### src/rtl/axis_tgl_credit_rx_pkg.sv
// Shared constants for the toggle-event credit scheme. The transmit side
// imports the same package so both ends agree on the credit limit.
package axis_tgl_pkg;

  localparam int AXIS_TGL_CNT_W_DEF = 4;
  localparam int AXIS_TGL_SYNC_DEF  = 2;

  // Largest count a CNT_WIDTH-bit credit counter can hold.
  function automatic int axis_tgl_cnt_max(input int w);
    return (1 << w) - 1;
  endfunction

  localparam int AXIS_TGL_CNT_MAX_DEF = axis_tgl_cnt_max(AXIS_TGL_CNT_W_DEF);

endpackage

### src/rtl/axis_tgl_credit_rx_if.sv
// Token stream presented to the local consumer: valid/ready plus the
// current pending-token count.
interface axis_tgl_if #(
  parameter int CNT_WIDTH = 4
);
  logic                 m_axis_valid;
  logic                 m_axis_ready;
  logic [CNT_WIDTH-1:0] pending;

  modport master (
    output m_axis_valid,
    output pending,
    input  m_axis_ready
  );

  modport slave (
    input  m_axis_valid,
    input  pending,
    output m_axis_ready
  );
endinterface

### src/rtl/axis_tgl_credit_rx_edge_sync.sv
// Synchronizes an asynchronous toggle wire and turns every transition into
// a single-cycle pulse. Shared with the transmitter, which watches tgl_ack.
module tgl_edge_sync
  import axis_tgl_pkg::*;
#(
  parameter int SYNC_STAGES = AXIS_TGL_SYNC_DEF
) (
  input  logic clk,
  input  logic rst,
  input  logic tgl_in,
  output logic inc
);

  logic [SYNC_STAGES-1:0] sync_q, sync_d;
  logic                   prev_q, prev_d;

  // Next state: shift the toggle in and remember the last synchronized level.
  always_comb begin
    sync_d = {sync_q[SYNC_STAGES-2:0], tgl_in};
    prev_d = sync_q[SYNC_STAGES-1];
  end

  // Synchronizer chain and edge-detect history, cleared by reset.
  always_ff @(posedge clk or posedge rst) begin
    if (rst) begin
      sync_q <= '0;
      prev_q <= 1'b0;
    end else begin
      sync_q <= sync_d;
      prev_q <= prev_d;
    end
  end

  // Any level change at the synchronizer output is one token.
  assign inc = sync_q[SYNC_STAGES-1] ^ prev_q;

endmodule

### src/rtl/axis_tgl_credit_rx.sv
// Receive side of the toggle-event flow control: counts tokens arriving as
// transitions on tgl_in, hands them out over valid/ready, and returns one
// tgl_ack transition per consumed token.
module axis_tgl_credit_rx
  import axis_tgl_pkg::*;
#(
  parameter int CNT_WIDTH   = AXIS_TGL_CNT_W_DEF,
  parameter int SYNC_STAGES = AXIS_TGL_SYNC_DEF
) (
  input  logic        clk,
  input  logic        rst,
  input  logic        tgl_in,
  output logic        tgl_ack,
  output logic        ovf,
  input  logic        ovf_clr,
  axis_tgl_if.master  m_axis
);

  localparam logic [CNT_WIDTH-1:0] CNT_MAX = CNT_WIDTH'(axis_tgl_cnt_max(CNT_WIDTH));

  logic                 inc;
  logic                 dec;
  logic                 valid;
  logic                 ovf_evt;
  logic [CNT_WIDTH-1:0] cnt_q, cnt_d;
  logic                 ack_q, ack_d;
  logic                 ovf_q, ovf_d;

  tgl_edge_sync #(
    .SYNC_STAGES (SYNC_STAGES)
  ) u_sync (
    .clk    (clk),
    .rst    (rst),
    .tgl_in (tgl_in),
    .inc    (inc)
  );

  // valid depends on the count register only, never on ready, so a
  // consumer may wait for valid before raising ready.
  assign valid = (cnt_q != '0);
  assign dec   = valid & m_axis.m_axis_ready;

  // Credit counter, ack toggle and sticky overflow next-state.
  always_comb begin
    cnt_d   = cnt_q;
    ack_d   = ack_q;
    ovf_evt = 1'b0;
    if (inc && !dec) begin
      if (cnt_q == CNT_MAX) begin
        ovf_evt = 1'b1;
      end else begin
        cnt_d = cnt_q + 1'b1;
      end
    end else if (!inc && dec) begin
      cnt_d = cnt_q - 1'b1;
    end
    // A simultaneous token and transfer leaves the count alone and cannot
    // overflow, even when full.
    if (dec) begin
      ack_d = ~ack_q;
    end
    // A fresh overflow beats a clear in the same cycle so no loss goes unseen.
    if (ovf_evt) begin
      ovf_d = 1'b1;
    end else if (ovf_clr) begin
      ovf_d = 1'b0;
    end else begin
      ovf_d = ovf_q;
    end
  end

  // State registers; reset discards all pending tokens.
  always_ff @(posedge clk or posedge rst) begin
    if (rst) begin
      cnt_q <= '0;
      ack_q <= 1'b0;
      ovf_q <= 1'b0;
    end else begin
      cnt_q <= cnt_d;
      ack_q <= ack_d;
      ovf_q <= ovf_d;
    end
  end

  assign m_axis.m_axis_valid = valid;
  assign m_axis.pending      = cnt_q;
  assign tgl_ack             = ack_q;
  assign ovf                 = ovf_q;

endmodule
### src/flat_wrapper.sv
// flat-port wrapper written by rule: the top's interface ports become plain ports
module axis_tgl_credit_rx_flat import axis_tgl_pkg::*;
#(
  parameter int CNT_WIDTH   = AXIS_TGL_CNT_W_DEF,
  parameter int SYNC_STAGES = AXIS_TGL_SYNC_DEF
)
  (clk, rst, tgl_in, tgl_ack, ovf, ovf_clr, m_axis_m_axis_valid, m_axis_pending, m_axis_m_axis_ready);
  axis_tgl_if #(.CNT_WIDTH(CNT_WIDTH)) m_axis_i ();
  input  logic clk;
  input  logic rst;
  input  logic tgl_in;
  output logic tgl_ack;
  output logic ovf;
  input  logic ovf_clr;
  output wire logic [$bits(m_axis_i.m_axis_valid)-1:0] m_axis_m_axis_valid;
  output wire logic [$bits(m_axis_i.pending)-1:0] m_axis_pending;
  input wire logic [$bits(m_axis_i.m_axis_ready)-1:0] m_axis_m_axis_ready;
  assign m_axis_m_axis_valid = m_axis_i.m_axis_valid;
  assign m_axis_pending = m_axis_i.pending;
  assign m_axis_i.m_axis_ready = m_axis_m_axis_ready;
  axis_tgl_credit_rx #(.CNT_WIDTH(CNT_WIDTH), .SYNC_STAGES(SYNC_STAGES)) u_core (.clk(clk), .rst(rst), .tgl_in(tgl_in), .tgl_ack(tgl_ack), .ovf(ovf), .ovf_clr(ovf_clr), .m_axis(m_axis_i));
endmodule
### config.mk
export PLATFORM = sky130hd
export DESIGN_NAME = axis_tgl_credit_rx_flat
export DESIGN_NICKNAME = d
export VERILOG_FILES = /design/src/rtl/axis_tgl_credit_rx_pkg.sv /design/src/rtl/axis_tgl_credit_rx_if.sv /design/src/rtl/axis_tgl_credit_rx_edge_sync.sv /design/src/rtl/axis_tgl_credit_rx.sv /design/src/flat_wrapper.sv
export SDC_FILE = /design/constraint.sdc
export NUM_CORES = 1
export LEC_CHECK = 0
export BUFFER_PORTS_ARGS = -buffer_cell sky130_fd_sc_hd__buf_4
export CORE_AREA = 2 2 39 41
export CTS_CLUSTER_DIAMETER = 200
export DETAILED_ROUTE_END_ITERATION = 6
export DIE_AREA = 0 0 41 43
export PLACE_DENSITY_LB_ADDON = 0.3
export SYNTH_ARGS = -nofsm -noshare
export SYNTH_HDL_FRONTEND = slang
export SYNTH_SLANG_ARGS = --single-unit
### constraint.sdc
create_clock -name clk -period 2.2 [get_ports clk]
set_clock_uncertainty 0.15 [all_clocks]
set_input_delay 0.11 -clock clk [delete_from_list [all_inputs] [get_ports clk]]
set_output_delay 0.11 -clock clk [all_outputs]
set_load 0.03 [all_outputs]
==> results of run 1 <==
==> placed cells by master (no fill, tap or decap), types with 2 or more instances in the layout <==
master,instances
sky130_fd_sc_hd__xor2_1,4
sky130_fd_sc_hd__dlygate4sd3_1,3
sky130_fd_sc_hd__inv_1,2
sky130_fd_sc_hd__clkbuf_4,3
sky130_fd_sc_hd__dfrtp_1,6
sky130_fd_sc_hd__dfrtp_2,3
sky130_fd_sc_hd__buf_4,18
sky130_fd_sc_hd__mux2_1,2
sky130_fd_sc_hd__nand2_2,2
==> power breakdown <==
part           internal, uW  switching, uW  leakage (uW)
Sequential              228           54.0      0.000104
Combinational           258            304      0.000191
Clock                  69.9           58.0     0.0000150
Total                   556            416      0.000310
==> flip-flops by register name (all words and copies together), names as in the netlist <==
signal and cells:
u_core.m_axis.pending 4, u_core.u_sync.sync_q 2, u_core.ovf 1, u_core.tgl_ack 1, u_core.u_sync.prev_q 1
==> logic make-up (layout without fill, tap and decap cells) <==
logic type	Yosys count	after routing	share of synthesized area [%]
adders and majority gates	3	3	10.6
and+or+nand+nor	6	6	8.51
DFF	9	9	52.8
buffers and inverters	2	27	1.76
muxes	3	3	7.62
xor gates and xnor gates	5	5	10.3
AOI/OAI and AO/OA	4	4	8.51
==> path summary, 6_finish.rpt <==
| check | start | to | slack, ns | cells after the start |
|---|---|---|---|---|
| min in group asynchronous | rst | u_core.ovf$_DFFE_PP0P_ | 0.23 | 3 |
| setup / recovery | u_core.m_axis.pending[0]$_DFFE_PP0P_ | u_core.m_axis.pending[3]$_DFFE_PP0P_ | 0.02 | 7 |
| hold reg to reg | u_core.u_sync.sync_q[0]$_DFF_PP0_ | u_core.u_sync.sync_q[1]$_DFF_PP0_ | 0.20 | 0 |
| setup reg to reg | u_core.m_axis.pending[0]$_DFFE_PP0P_ | u_core.m_axis.pending[3]$_DFFE_PP0P_ | 0.02 | 7 |
| hold / removal | m_axis_m_axis_ready | u_core.tgl_ack$_DFFE_PP0P_ | 0.17 | 5 |
| max in group asynchronous | rst | u_core.m_axis.pending[3]$_DFFE_PP0P_ | 1.40 | 3 |
==> synth_stat cells <==
cell type | instances | area [um2]
sky130_fd_sc_hd__nand4_1 | 1 | 6.26
sky130_fd_sc_hd__dfrtp_1 | 9 | 225
sky130_fd_sc_hd__xor2_1 | 4 | 35.0
sky130_fd_sc_hd__nand3_1 | 1 | 5.00
sky130_fd_sc_hd__o41ai_2 | 1 | 16.3
sky130_fd_sc_hd__mux2i_1 | 1 | 10.0
sky130_fd_sc_hd__or2_1 | 1 | 6.26
sky130_fd_sc_hd__or4_2 | 1 | 8.76
sky130_fd_sc_hd__xnor2_1 | 1 | 8.76
sky130_fd_sc_hd__o22ai_1 | 1 | 6.26
sky130_fd_sc_hd__mux2_1 | 2 | 22.5
sky130_fd_sc_hd__nand2_1 | 1 | 3.75
sky130_fd_sc_hd__nand2_2 | 1 | 6.26
sky130_fd_sc_hd__a21oi_1 | 1 | 5.00
sky130_fd_sc_hd__ha_1 | 2 | 25.0
sky130_fd_sc_hd__a21o_2 | 1 | 8.76
sky130_fd_sc_hd__inv_1 | 2 | 7.51
sky130_fd_sc_hd__fa_1 | 1 | 20.0
==> cell type report <==
cell class / instances / area share [%]
timing repair buffer: 21 / 24.6
sequential: 9 / 34.1
tap: 16 / 2.98
multi-input combinational: 21 / 33.3
inverter: 2 / 1.12
clock buffer: 4 / 3.91
==> worst max-delay path, stage by stage (launching register included) <==
cell,delay (ns)
sky130_fd_sc_hd__dfrtp_2,0.43
sky130_fd_sc_hd__o41ai_4,0.39
sky130_fd_sc_hd__nand2_2,0.16
sky130_fd_sc_hd__ha_4,0.23
sky130_fd_sc_hd__a21o_2,0.21
sky130_fd_sc_hd__a21oi_2,0.15
sky130_fd_sc_hd__mux2i_1,0.23
sky130_fd_sc_hd__xor2_1,0.16
==> repair_timing <==
item | 4_1_cts | 5_1_grt
endpoints found under the setup margin | 0 | 1
hold buffers | 3 | 0
setup buffers | 0 | 2
endpoints found under the hold margin | 11 | 0
==> metal layers <==
metal / wire length [um] / global-route usage, % / vias to the layer above / share of wire [%]
met5: 0 / 0 / - / 0
met4: 0 / 6.00 / 0 / 0
met3: 31 / 3.14 / 0 / 3.5
met2: 445 / 18.4 / 6 / 50
met1: 411 / 14.7 / 149 / 46
li1: - / - / 165 / -
==> stage by stage <==
stage | instance area, um2 | setup slack, ns
final | 672 | 0.0229
after floorplan | 460 | -0.0414
after global routing | 672 | -0.0736
after CTS | 657 | 0.00254
after detailed placement | 601 | 0.0241
after global placement | 601 | 0.0834
==> key figures, run 1 <==
Status
  • Run status: complete, no violations

Global route
  • First-pass GRT wire length: 1.42 mm
  • Vias in the first global route: 334
  • Global-route congestion overflow total: 0
  • Largest net degree at the start of global routing: 10
  • Number of antenna violations at the first check in global routing: 0
  • Global-route usage over all layers: 12.0%

Floorplanning
  • Standard-cell rows: 14
  • Core area: 0.00138 mm2
  • Boundary pin count: 12
  • Initial core utilization: 30.8%
  • Die width: 41 um
  • Floorplan die height: 43 um
  • Total Die Area: 0.00176 mm2

Flow run
  • Number of max-capacitance violations reported: 0

Synth
  • Flop and latch count out of synthesis: 9
  • Gate count after technology mapping: 32
  • Syn avg cell area: 13.3 um2
  • Netlist Area Pre-Place: 427 um2
  • Netlist cell types: 18
  • Synth Warn #: 0
  • Part of the Yosys area used for sequential elements: 52.8%
  • Net count after synthesis: 40

Timing
  • Unrepaired setup endpoints after global routing: true
  • Setup TNS: 0 ns
  • Number of hold violations in the final report: 0
  • Fmax: 459 MHz
  • Slew Limit Headroom: 76.5%
  • Tcrit/Tclk final: 99.0%
  • Crit path time final: 2.18 ns
  • Setup Viol. Count Final: 0
  • Worst slew pin tran: 0.351 ns
  • Final max-slew violation count: 0
  • Worst hold slack: 0.166 ns

Drt
  • Total wire length: 887 um
  • Pre-antenna DRT Iters: 4
  • Via density per instance: 4.38
  • Final antenna-violating net count: 0
  • Initial drt markers: 5
  • Remaining DRCs: 0
  • Post-detailed-route wirelength per cell: 12.2 um
  • Routed vias: 320

Clock tree
  • Count of cells resized by post-cts repair: 0
  • Htree depth: 1
  • Clk_lat worst skew: 0.26 ns
  • Clock sink count: 9
  • TritonCTS clock tree: yes
  • Clock buffer count from CTS: 3
  • Number of buffers between clock root and the deepest sink: 2
  • Clock transition at the registers of the reported paths: 0.06 ns
  • Clk Tree Root Cell: sky130_fd_sc_hd__clkbuf_4

Finish
  • Final cell count without fillers: 73
  • Share of post-route cells with drive strength above 1: 54.4%
  • Layout overhead on the synthesized area: 57.5%
  • Area of combinational cells with multiple inputs: 224 um2
  • Count of nets after finishing: 66
  • Register Area: 229 um2
  • Ant. Diodes: 0
  • Utilization after layout: 48.6%
  • Filler Cells Inserted: 124

Worst setup path
  • Arrival time reported for the critical path endpoint: 2.20 ns
  • Critical path capture point type: flip-flop
  • Crit Path Max Fanout: 4
  • Required time at the worst-slack endpoint: 2.23 ns
  • Nature of the critical path startpoint: flip-flop
  • Critical path class: reg2reg

Power
  • Power per cell area: 1450 mW/mm2
  • Leakage power total: 0.000310 uW
  • Final Power: 972 uW
  • Max IR drop VDD: 0.497 mV

Placement
  • Final weighted congestion of routability-driven global placement: 0.740
  • I/O Buffers: 11
  • Placed cells: 64
  • Detail Placement HPWL: 695 um

Worst hold path
  • Type of the tightest min-delay check: in2reg
Note: power is estimated with default switching activity, not from simulation.
==> run 2, diff against run 1 <==
==> constraint.sdc (replaced) <==
create_clock -name clk -period 2.6 [get_ports clk]
set_clock_uncertainty 0.15 [all_clocks]
set_input_delay 0.13 -clock clk [delete_from_list [all_inputs] [get_ports clk]]
set_output_delay 0.13 -clock clk [all_outputs]
set_load 0.03 [all_outputs]
==> run 2 against run 1 <==
Compared with the run above:
- global-route usage decreased by 0.18 points
- non-clock buffer count decreased by 5
- critical path depth unchanged
- via count decreased by 4.1%
- critical path type unchanged
- highest routed layer is now met4
==> key figures, run 2 (synthesis gave the netlist of run 1 again) <==
Clock tree
  • Clock buffer count from CTS: 3
  • Clock transition at the registers of the reported paths: 0.06 ns
  • Clk Tree Root Cell: sky130_fd_sc_hd__clkbuf_4
  • Clock sink count: 9
  • Count of cells resized by post-cts repair: 0
  • TritonCTS clock tree: yes
  • Clk_lat worst skew: 0.26 ns
  • Number of buffers between clock root and the deepest sink: 2
  • Htree depth: 1

Finish
  • Ant. Diodes: 0
  • Share of post-route cells with drive strength above 1: 38.5%
  • Layout overhead on the synthesized area: 40.8%
  • Most frequent cells in the layout: sky130_fd_sc_hd__buf_4 (13), sky130_fd_sc_hd__dfrtp_1 (9), sky130_fd_sc_hd__xor2_1 (4)
  • Filler Cells Inserted: 138
  • Leading cell type in the layout, fill and taps excluded: sky130_fd_sc_hd__buf_4
  • Register Area: 225 um2
  • Final cell area excluding filler cells: 601 um2
  • Area of combinational cells with multiple inputs: 194 um2
  • Count of nets after finishing: 61
  • Max FFs per register: 4
  • Utilization after layout: 43.4%

Worst setup path
  • Reg-to-reg critical path endpoint: u_core.m_axis.pending[3]$_DFFE_PP0P_
  • Critical path class: reg2reg
  • Nature of the critical path startpoint: flip-flop
  • Crit Reg-Reg Startpoint: u_core.m_axis.pending[0]$_DFFE_PP0P_
  • Cell family with most CP delay: compound AO/OA/AOI/OAI gates
  • Depth of the worst register-to-register path: 7
  • Arrival time reported for the critical path endpoint: 2.36 ns
  • Worst reg2reg setup slack: 0.27 ns
  • Largest stage delay on the critical path: 0.47 ns
  • Required time at the worst-slack endpoint: 2.63 ns
  • Crit Path Max Fanout: 7
  • Critical path capture point type: flip-flop
  • Cells along the critical path: o41ai_2, nand2_1, ha_1, a21o_2, a21oi_1, mux2i_1, xor2_1
  • Slowest stage cell, crit path: sky130_fd_sc_hd__dfrtp_1
  • Bufs and invs on worst path: 0

Power
  • Internal portion of total power: 410 uW
  • Clock power share: 14.7%
  • Switching power summed over all nets: 309 uW
  • Power per cell area: 1200 mW/mm2
  • Max IR drop VDD: 0.509 mV
  • Leakage power total: 0.000283 uW
  • Sequential fraction of design power: 35.9%
  • Proportion of power drawn by combinational gates: 49.3%
  • Switching share of power: 42.9%

Global route
  • First-pass GRT wire length: 1.30 mm
  • Number of antenna violations at the first check in global routing: 0
  • Vias in the first global route: 309
  • Global-route congestion overflow total: 0
  • Global-route usage over all layers: 11.8%
  • Largest net degree at the start of global routing: 10

Drt
  • Routed vias: 307
  • Total wire length: 765 um
  • Final antenna-violating net count: 0
  • Post-detailed-route wirelength per cell: 11.3 um
  • Remaining DRCs: 0
  • Initial drt markers: 1
  • Via density per instance: 4.51
  • Pre-antenna DRT Iters: 2

Worst hold path
  • Worst Hold Depth: 4
  • End point of the most critical hold path: u_core.tgl_ack$_DFFE_PP0P_
  • Launch instance of the worst min-delay path: m_axis_m_axis_ready
  • Type of the tightest min-delay check: in2reg

Timing
  • Final max-slew violation count: 0
  • Setup Viol. Count Final: 0
  • Worst slew pin tran: 0.341 ns
  • Tcrit/Tclk final: 89.6%
  • Setup TNS: 0 ns
  • Fmax: 429 MHz
  • Unrepaired setup endpoints after global routing: false
  • Crit path time final: 2.33 ns
  • Slew Limit Headroom: 77.2%
  • Worst hold slack: 0.0891 ns
  • Number of hold violations in the final report: 0

Floorplanning
  • Standard-cell rows: 14
  • Initial core utilization: 30.8%
  • Boundary pin count: 12
  • Floorplan die height: 43 um
  • Die width: 41 um
  • Total Die Area: 0.00176 mm2
  • Core area: 0.00138 mm2

Flow run
  • Number of max-capacitance violations reported: 0

Placement
  • Placement Cell Area: 544 um2
  • Detail Placement HPWL: 557 um
  • I/O Buffers: 11
  • Final weighted congestion of routability-driven global placement: 0.713

Status
  • Run status: complete, no violations
==> run 2: through the flow <==
stage                     cells  worst slack (ns)  total power [uW]
after floorplan              32             0.115               489
after global placement       61             0.292               612
after detailed placement     61             0.291               612
final                        68             0.269               719
after CTS                    68             0.248               730
after global routing         68            0.0988               780
==> run 2: worst register-to-register path, delay by kind of cell, from the launching register on <==
| kind | cells | cell delay (ns) |
|---|---|---|
| AO/OA/AOI/OAI | 3 | 0.81 |
| flip-flops | 1 | 0.47 |
| adder cells (fa/ha/maj) | 1 | 0.29 |
| multiplexers | 1 | 0.24 |
| XOR/XNOR | 1 | 0.16 |
| AND/OR/NAND/NOR | 1 | 0.12 |
==> run 2: area by class of cell <==
class	count	area share, %
clock buffers	4	4.38
multi-input cells	21	32.3
flip-flops and latches	9	37.5
repair buffers	16	21.2
inverters	2	1.25
well taps	16	3.33
==> run 2: routing by layer <==
| metal | part of all wire, % | vias up | GRT usage, % | wire, um |
|---|---|---|---|---|
| li1 | - | 150 | - | - |
| met2 | 47 | 13 | 16.9 | 361 |
| met5 | 0 | - | 0 | 0 |
| met4 | 0.92 | 0 | 4.00 | 7 |
| met1 | 42 | 142 | 12.8 | 319 |
| met3 | 9.9 | 2 | 9.42 | 76 |
==> run 2: power groups by stage <==
| stage | clock network [uW] | logic [uW] | registers [uW] |
|---|---|---|---|
| global placement | 0 | 351 | 260 |
| global route | 123 | 386 | 271 |
| finish | 106 | 355 | 258 |
| floorplan | 0 | 155 | 335 |
| detailed placement | 0 | 350 | 262 |
| CTS | 113 | 357 | 261 |
==> run 2: repair_timing <==
item | in CTS | in global routing
buffers inserted | 0 | 0
hold buffers | 3 | 0
endpoints found under the hold margin | 11 | 0
==> run 2: worst max-delay path by stage <==
stage	startpoint	to	slack, ns	cells past startpoint
final	u_core.m_axis.pending[0]$_DFFE_PP0P_	u_core.m_axis.pending[3]$_DFFE_PP0P_	0.27	7
after global routing	u_core.m_axis.pending[0]$_DFFE_PP0P_	u_core.m_axis.pending[3]$_DFFE_PP0P_	0.1	7
after CTS	u_core.m_axis.pending[0]$_DFFE_PP0P_	u_core.m_axis.pending[3]$_DFFE_PP0P_	0.25	7
after detailed placement	u_core.m_axis.pending[0]$_DFFE_PP0P_	u_core.m_axis.pending[3]$_DFFE_PP0P_	0.29	7
after global placement	u_core.m_axis.pending[0]$_DFFE_PP0P_	u_core.m_axis.pending[3]$_DFFE_PP0P_	0.29	7
after floorplan	u_core.m_axis.pending[0]$_DFFE_PP0P_	u_core.m_axis.pending[3]$_DFFE_PP0P_	0.11	7
